===== config.mk =====
export PLATFORM = sky130hd
export DESIGN_NAME = country_sensor_conditioner
export DESIGN_NICKNAME = d
export VERILOG_FILES = /design/src/rtl/traffic_pkg.sv /design/src/rtl/sync2.sv /design/src/rtl/country_sensor_conditioner.sv
export SDC_FILE = /design/constraint.sdc
export NUM_CORES = 1
export LEC_CHECK = 0
export CAP_MARGIN = 20
export CORE_AREA = 8 8 66 68
export CTS_CLUSTER_SIZE = 10
export DETAILED_ROUTE_END_ITERATION = 7
export DIE_AREA = 0 0 74 76
export GPL_TIMING_DRIVEN = 0
export RECOVER_POWER = 50
export SYNTH_ARGS = -nofsm -noshare
export SYNTH_HDL_FRONTEND = slang
export SYNTH_SLANG_ARGS = --single-unit

===== constraint.sdc =====
create_clock -name clk -period 2.8 [get_ports clk]
set_input_delay 0.56 -clock clk [delete_from_list [all_inputs] [get_ports clk]]
set_output_delay 0.56 -clock clk [all_outputs]
set_load 0.01 [all_outputs]

===== src/rtl/traffic_pkg.sv =====
// Shared definitions for the highway/country traffic-light block: lamp codes,
// conditioner state encoding and a small width helper.
package traffic_pkg;

    localparam logic [1:0] RED    = 2'b00;
    localparam logic [1:0] YELLOW = 2'b01;
    localparam logic [1:0] GREEN  = 2'b10;

    typedef enum logic [2:0] {
        ST_IDLE    = 3'd0,
        ST_ARM     = 3'd1,
        ST_PRESENT = 3'd2,
        ST_DROP    = 3'd3,
        ST_LOCKOUT = 3'd4
    } cond_state_e;

    function automatic int unsigned max4(input int unsigned a, input int unsigned b,
                                         input int unsigned c, input int unsigned d);
        int unsigned m;
        m = a;
        if (b > m) m = b;
        if (c > m) m = c;
        if (d > m) m = d;
        return m;
    endfunction

endpackage


===== src/rtl/sync2.sv =====
// Generic two-flop synchroniser for asynchronous field inputs.
module sync2 (
    input  logic clk,
    input  logic rst,
    input  logic d,
    output logic q
);

    logic meta_q;

    always_ff @(posedge clk or posedge rst) begin
        if (rst) begin
            meta_q <= 1'b0;
            q      <= 1'b0;
        end else begin
            meta_q <= d;
            q      <= meta_q;
        end
    end

endmodule


===== src/rtl/country_sensor_conditioner.sv =====
// Debounces the country-road loop detector into request x and cuts x after a
// maximum country-green window. Stuck-sensor detection under SENSOR_STUCK_DETECT_EN.
//
// state      | meaning
// IDLE       | no car, x=0
// ARM        | qualifying a high, x=0
// PRESENT    | car present, x=1
// DROP       | qualifying a low, x=1
// LOCKOUT    | forced low after max-green cut, x=0
module country_sensor_conditioner
    import traffic_pkg::*;
#(
    parameter int unsigned DEBOUNCE    = 4,
    parameter int unsigned MAX_GREEN   = 16,
    parameter int unsigned LOCKOUT     = 8,
    parameter int unsigned STUCK_LIMIT = 64
) (
    input  logic       clk,
    input  logic       rst,
    input  logic       sensor_raw,
    input  logic [1:0] country_road,
    output logic       x,
    output logic       sensor_fault
);

    localparam int unsigned CW = $clog2(max4(DEBOUNCE, MAX_GREEN, LOCKOUT, STUCK_LIMIT) + 1);
    localparam logic [CW-1:0] DEB_TC = CW'(DEBOUNCE - 1);
    localparam logic [CW-1:0] GRN_TC = CW'(MAX_GREEN - 1);
    localparam logic [CW-1:0] LCK_TC = CW'(LOCKOUT - 1);

    logic          s;
    logic          green;
    logic          active;
    logic          max_cut;
    cond_state_e   state_q, state_d;
    logic [CW-1:0] cnt_q, cnt_d;
    logic [CW-1:0] gcnt_q, gcnt_d;
    logic [CW-1:0] lcnt_q, lcnt_d;
    logic          x_q, x_d;
    logic          fault_d;

    sync2 u_sync (
        .clk (clk),
        .rst (rst),
        .d   (sensor_raw),
        .q   (s)
    );

    assign green   = (country_road == GREEN);
    assign active  = (state_q == ST_PRESENT) || (state_q == ST_DROP);
    assign max_cut = active && green && (gcnt_q == GRN_TC);

`ifdef SENSOR_STUCK_DETECT_EN
    localparam logic [CW-1:0] STK_TC = CW'(STUCK_LIMIT - 1);

    logic [CW-1:0] scnt_q, scnt_d;
    logic          fault_q;

    always_comb begin
        scnt_d  = scnt_q;
        fault_d = fault_q;
        if (!s) begin
            scnt_d  = '0;
            fault_d = 1'b0;
        end else begin
            if (scnt_q != STK_TC) scnt_d = scnt_q + CW'(1);
            if (scnt_q == STK_TC) fault_d = 1'b1;
        end
    end

    always_ff @(posedge clk or posedge rst) begin
        if (rst) begin
            scnt_q  <= '0;
            fault_q <= 1'b0;
        end else begin
            scnt_q  <= scnt_d;
            fault_q <= fault_d;
        end
    end

    assign sensor_fault = fault_q;
`else
    assign fault_d      = 1'b0;
    assign sensor_fault = 1'b0;
`endif

    always_comb begin
        state_d = state_q;
        cnt_d   = cnt_q;
        lcnt_d  = lcnt_q;
        case (state_q)
            ST_IDLE: begin
                if (s) begin
                    state_d = ST_ARM;
                    cnt_d   = '0;
                end
            end
            ST_ARM: begin
                if (!s)                  state_d = ST_IDLE;
                else if (cnt_q == DEB_TC) state_d = ST_PRESENT;
                else                     cnt_d   = cnt_q + CW'(1);
            end
            ST_PRESENT: begin
                if (max_cut) begin
                    state_d = ST_LOCKOUT;
                    lcnt_d  = '0;
                end else if (!s) begin
                    state_d = ST_DROP;
                    cnt_d   = '0;
                end
            end
            ST_DROP: begin
                if (max_cut) begin
                    state_d = ST_LOCKOUT;
                    lcnt_d  = '0;
                end else if (s)          state_d = ST_PRESENT;
                else if (cnt_q == DEB_TC) state_d = ST_IDLE;
                else                     cnt_d   = cnt_q + CW'(1);
            end
            ST_LOCKOUT: begin
                if ((lcnt_q == LCK_TC) && !green) state_d = ST_IDLE;
                else if (lcnt_q != LCK_TC)        lcnt_d  = lcnt_q + CW'(1);
            end
            default: state_d = ST_IDLE;
        endcase

        // A latched sensor fault parks the FSM so a stuck loop cannot hold x high.
        if (fault_d) begin
            state_d = ST_IDLE;
            cnt_d   = '0;
        end

        gcnt_d = gcnt_q;
        if (!green)                        gcnt_d = '0;
        else if (active && gcnt_q != GRN_TC) gcnt_d = gcnt_q + CW'(1);

        x_d = ((state_d == ST_PRESENT) || (state_d == ST_DROP)) && !fault_d;
    end

    always_ff @(posedge clk or posedge rst) begin
        if (rst) begin
            state_q <= ST_IDLE;
            cnt_q   <= '0;
            gcnt_q  <= '0;
            lcnt_q  <= '0;
            x_q     <= 1'b0;
        end else begin
            state_q <= state_d;
            cnt_q   <= cnt_d;
            gcnt_q  <= gcnt_d;
            lcnt_q  <= lcnt_d;
            x_q     <= x_d;
        end
    end

    assign x = x_q;

endmodule


* Yosys cells after proc, flatten, opt, wreduce, memory -nomap -nowiden
Cells that the tools add are included.
** Operators by class
- Add/subtract/negate cells :: 3
- Equal/unequal tests :: 22
- Mux-type cells :: 24
- Reduce and logical (&&, ||, !) cells :: 13
** Operators with widths (count)
- 7-bit 2-to-1 mux :: 12
- 7-bit one-hot mux with 4 select lines :: 1
- 3-bit 2-to-1 mux :: 9
- 7-bit by 1-bit adder with 7-bit output (second input constant) :: 3
- 3-bit one-hot mux with 5 select lines :: 1
- 7-bit one-hot mux with 2 select lines :: 1
- 3-bit by 2-bit equality test with 1-bit output (second input constant) :: 4
- 2-bit inequality test (second input constant) :: 6
- 2-bit by 1-bit inequality test with 1-bit output (second input constant) :: 4
- 7-bit by 2-bit equality test with 1-bit output (second input constant) :: 1
- 7-bit by 3-bit equality test with 1-bit output (second input constant) :: 1
- 7-bit by 4-bit equality test with 1-bit output (second input constant) :: 1
- 7-bit by 3-bit inequality test with 1-bit output (second input constant) :: 1
- 7-bit by 4-bit inequality test with 1-bit output (second input constant) :: 1
- 7-bit AND reduction :: 1
- 1-bit logical AND :: 4
- 4-bit AND reduction :: 1
- 4-bit nonzero test :: 1
- 3-bit by 1-bit equality test with 1-bit output (second input constant) :: 1
- 3-bit equality test (second input constant) :: 1
- 3-bit logical NOT :: 1
- 2-bit equality test (second input constant) :: 1
- 1-bit logical OR :: 2
- 2-bit nonzero test :: 1
- other kinds (2) :: 2
** Storage, ports and cells
- Flip-flop bits (word level) :: 27
- Bits of input ports :: 5
- Output and inout port bits :: 2
- Logic and storage cells :: 69

* Depth between registers and ports, before layout
- Word-level depth :: 8
- Depth in mapped cells :: 6
- Gate-level depth less buffers :: 5

* Modules after synthesis
Synthesis repeated with hierarchy kept, for this count alone.
** Unflattened totals
- Cell total of the unflattened synthesis :: 149
- Area total of the unflattened synthesis :: 1452.6 µm²
** Modules (own cells, without submodules)
- country_sensor_conditioner :: times used 1, cells an instance 146, area each 1398.8 µm², sequential area each 625.6 µm²
- sync2 :: times used 1, cells an instance 3, area each 53.8 µm², sequential area each 50.0 µm²

* Worst setup path after synthesis
OpenSTA, ideal clock, no wires.
- Kind :: input port to flip-flop
- Start :: input port country_road[0]
- End :: register cnt_q[2]
- Library setup time :: 0.122 ns
- Data arrival time :: 1.825 ns
- Data required time :: 2.678 ns
- Setup slack :: 0.853 ns
- Stages :: 6
- Path through :: nand2b_1 > buf_2 > or4_4 > and2_4 > buf_6 > a32o_1
** On the way
- Cells in the longest elaborated chain, start to end :: 5
- Elaborated cells between the ends (all ways) :: 6
- Those cells by class :: eq/ne: 3; reduce/logical: 3
** RTL lines
- start, declared :: RTL line country_sensor_conditioner.sv:21 : input logic [1:0] country_road,
- 2-bit equality test (*) :: RTL line country_sensor_conditioner.sv:49 : assign green = (country_road == GREEN);
- 1-bit logical AND (*) (2 in a row) :: RTL line country_sensor_conditioner.sv:51 : assign max_cut = active && green && (gcnt_q == GRN_TC);
- 2-bit inequality test (no line)
- 7-bit AND reduction (no line) (*)
- end signal, assigned :: RTL line country_sensor_conditioner.sv:149 : cnt_q <= cnt_d;
- end, declared :: RTL line country_sensor_conditioner.sv:36 : logic [CW-1:0] cnt_q, cnt_d;
Every way passes the cells marked *; elsewhere a longest branch is shown, timed or not.
A chain may end at the register's enable or synchronous reset.

* Worst setup path after layout
Same ends and word-level chain as after synthesis.

==> key figures <==
CTS
  • Max clock buf depth: 2
  • Postcts setup bufs: 0
  • CTS clock-pin slew for the worst setup and hold paths: 0.16 ns
  • PostCTS Resize Cnt: 0
  • CTS Hold Bufs: 0
  • Clock Latency Late Sink: 0.33 ns
  • Clk sinks: 27
  • Num CTS Buffers: 3
  • H-tree depth: 1
  • Clk root buf: clkbuf_4
  • CTS tree: yes

Logic synthesis
  • Gate Count Post-Synth: 141
  • Synth Area in Adders: 2.68%
  • Synth Area in Simple Gates: 26.1%
  • Syn. warnings: 0
  • Yosys cell types: 35
  • Predominant post-synthesis flop cell: dfrtp_1
  • Yosys top cell by area: dfrtp_1
  • Synth Area in Compound Gates: 11.6%
  • Post-synthesis mux area share: 2.86%
  • Mean post-synth cell area: 9.93 um2
  • Largest family of logic cells by synthesized area: simple AND/OR/NAND/NOR gates
  • Sequential element share of the synthesized area: 48.3%
  • Synth Cell Area: 1400 um2
  • Synthesized Nets: 149
  • Area share of the largest cell type after synthesis: 48.3%
  • XOR/XNOR share of the synthesized area: 4.38%
  • EDFF count, synth: 0
  • Asr flop ratio synth: 100%
  • FF+latch count, synth: 27
  • Synth top area cells: dfrtp_1, nand3_1, o211ai_1

Global routing
  • Vias in the first global route: 1054
  • Initial antenna violation count: 0
  • First-pass GRT wire length: 4710 um
  • Largest net degree at the start of global routing: 28
  • Global route overflow: 0
  • Tot GR Track Use: 10.2%

Final layout
  • Share of cells above drive strength 1: 8.61%
  • Net count, final: 160
  • Most frequent cells in the layout: dfrtp_1, nand3_1, nand2_1, nor2_1, o211ai_1
  • Most common cell after layout, fill and taps aside: dfrtp_1
  • Design Area, Final: 1540 um2
  • N_diodes: 0
  • # fillers: 339
  • P&R area growth vs syn: 10.3%
  • Post-layout util: 44.9%

Routing
  • DRT iter0 DRCs: 75
  • Routed length per instance: 13.1 um
  • 1st-pass router iterations: 4
  • Vias: 1047
  • Routed wire length: 2610 um
  • Vias/cell: 5.26
  • Number of remaining DRC errors: 0
  • DRT antenna net count: 0

Setup path
  • CP startpoint: country_road[0]
  • Worst setup path class: in2reg
  • Worst stage delay on the critical path: 0.54 ns
  • Critical path, cell by cell: clkdlybuf4s50_1 > nand2b_1 > buf_2 > or4_4 > and2_4 > buf_6 > a32o_1
  • Crit Path Max Fanout: 10
  • Reg2reg start: gcnt_q[0]$_DFFE_PP0P_
  • CP Launch Type: primary input
  • Worst Setup End Kind: register
  • Critical path arrival: 2.32 ns
  • CP max stage cell: or4_4
  • WP data required: 3.04 ns

STA
  • FMAX: 479 MHz
  • Relative slew margins: 37.8%
  • Final TNS setup: 0 ns
  • Period utilization: 74.6%
  • Final worst setup slack: 0.712 ns
  • Worst-margin pin slew: 0.925 ns
  • Clock Skews: 0.00830 ns
  • Final Max Slew Viols: 0
  • RSZ-0062 raised after global routing: no
  • Min Tclk post-route: 2.09 ns
  • Final Hold Vio Count: 0
  • Final setup violation count: 0

Floorplan
  • Total die area: 5620 um2
  • Row count: 22
  • Io pins: 7
  • Die X: 74 um
  • Core area: 3440 um2
  • Initial Util: 40.7%
  • DIE HEIGHT: 76 um

Job
  • Max cap viols: 0

Power
  • Internal power: 0.675 mW
  • Sw frac: 35.9%
  • Sequential share of power: 50.7%
  • Total Power: 1.05 mW
  • Switching power: 0.379 mW
  • Clock power share: 16.5%
  • PD cells: 682 nW/um2
  • Leakage: 0.632 nW
  • Comb power frac: 32.8%
  • Max rail drop VDD: 0.363 mV

Min path
  • Hold path startpoint: u_sync.meta_q$_DFF_PP0_
  • Worst hold-check path type: reg2reg

Placement
  • Placer Congestion: 0.826
  • Placement Setup Slack: 0.348 ns
  • Placed Instance Area: 1510 um2
  • Detail Placement HPWL: 1900 um
  • I/O Buffers: 5

Outcome
  • Status: finished clean
-- Yosys cell counts (all sizes together) (3+ instances only) --
cell type / n
nor2b: 3
o211ai: 8
buf: 4
nand3: 15
xnor2: 3
inv: 5
nor2: 9
a32o: 4
o21ai: 6
dfrtp: 27
xor2: 4
mux2i: 4
nor4: 3
or4: 7
ha: 3
nand2b: 3
nor3: 4
nand2: 12
-- power by group through the flow --
| stage | Combinational, mW | Clock [mW] | Sequential, mW |
|---|---|---|---|
| after floorplan | 0.269 | 0 | 0.529 |
| after global placement | 0.338 | 0 | 0.538 |
| after detailed placement | 0.348 | 0 | 0.543 |
| after CTS | 0.351 | 0.185 | 0.534 |
| after global routing | 0.394 | 0.203 | 0.546 |
| final | 0.346 | 0.174 | 0.534 |
-- flip-flops by register name (all words and copies together), names as in the netlist --
signal,count
state_q,3
u_sync.meta_q,1
lcnt_q,7
x,1
u_sync.q,1
cnt_q,7
gcnt_q,7
-- metrics by stage --
stage	std cells	hold slack (ns)
global route	199	0.385
finish	199	0.374
global placement	194	0.334
CTS	198	0.378
detailed placement	194	0.343
floorplan	141	0.331
-- path summary, 6_finish.rpt --
kind / end / slack [ns] / cells after the start
setup / recovery: cnt_q[2]$_DFFE_PP0P_ / 0.71 / 7
hold / removal: u_sync.q$_DFF_PP0_ / 0.37 / 0
setup reg to reg: cnt_q[2]$_DFFE_PP0P_ / 0.74 / 6
hold reg to reg: u_sync.q$_DFF_PP0_ / 0.37 / 0
max in group asynchronous: lcnt_q[1]$_DFFE_PP0P_ / 1.03 / 3
min in group asynchronous: cnt_q[1]$_DFFE_PP0P_ / 0.63 / 2
-- area by class of cell --
type	count	area, um2	share of cell area (%)
well taps	48	60.1	3.89
inverters	5	18.8	1.22
multi-input cells	103	671	43.4
plain buffers	6	35.0	2.27
clock buffers	3	22.5	1.46
repair buffers	6	53.8	3.48
flip-flops and latches	27	676	43.8
clock inverters	1	7.51	0.486
-- cell families (layout without fill, tap and decap cells) --
group / count (synthesis) / after routing
flip-flops: 27 / 27
adder cells (fa/ha/maj): 3 / 3
AND/OR/NAND/NOR: 66 / 66
XOR/XNOR: 7 / 7
AO/OA/AOI/OAI: 22 / 22
buffers and inverters: 11 / 21
multiplexers: 4 / 4
other: 1 / 1
-- critical path, delay by kind of cell --
kind	cells	cell delay [ns]
AND/OR/NAND/NOR	3	0.84
AO/OA/AOI/OAI	1	0.24
buffers and inverters	3	0.68
-- per-layer routing --
layer / part of all wire [%] / up-vias / global-route usage (%)
met5: 0 / - / 0
met4: 0.80 / 0 / 4.20
met3: 2.8 / 2 / 2.89
met2: 47 / 5 / 15.8
met1: 50 / 509 / 12.7
li1: - / 531 / -
Note: power is estimated with default switching activity, not from simulation.
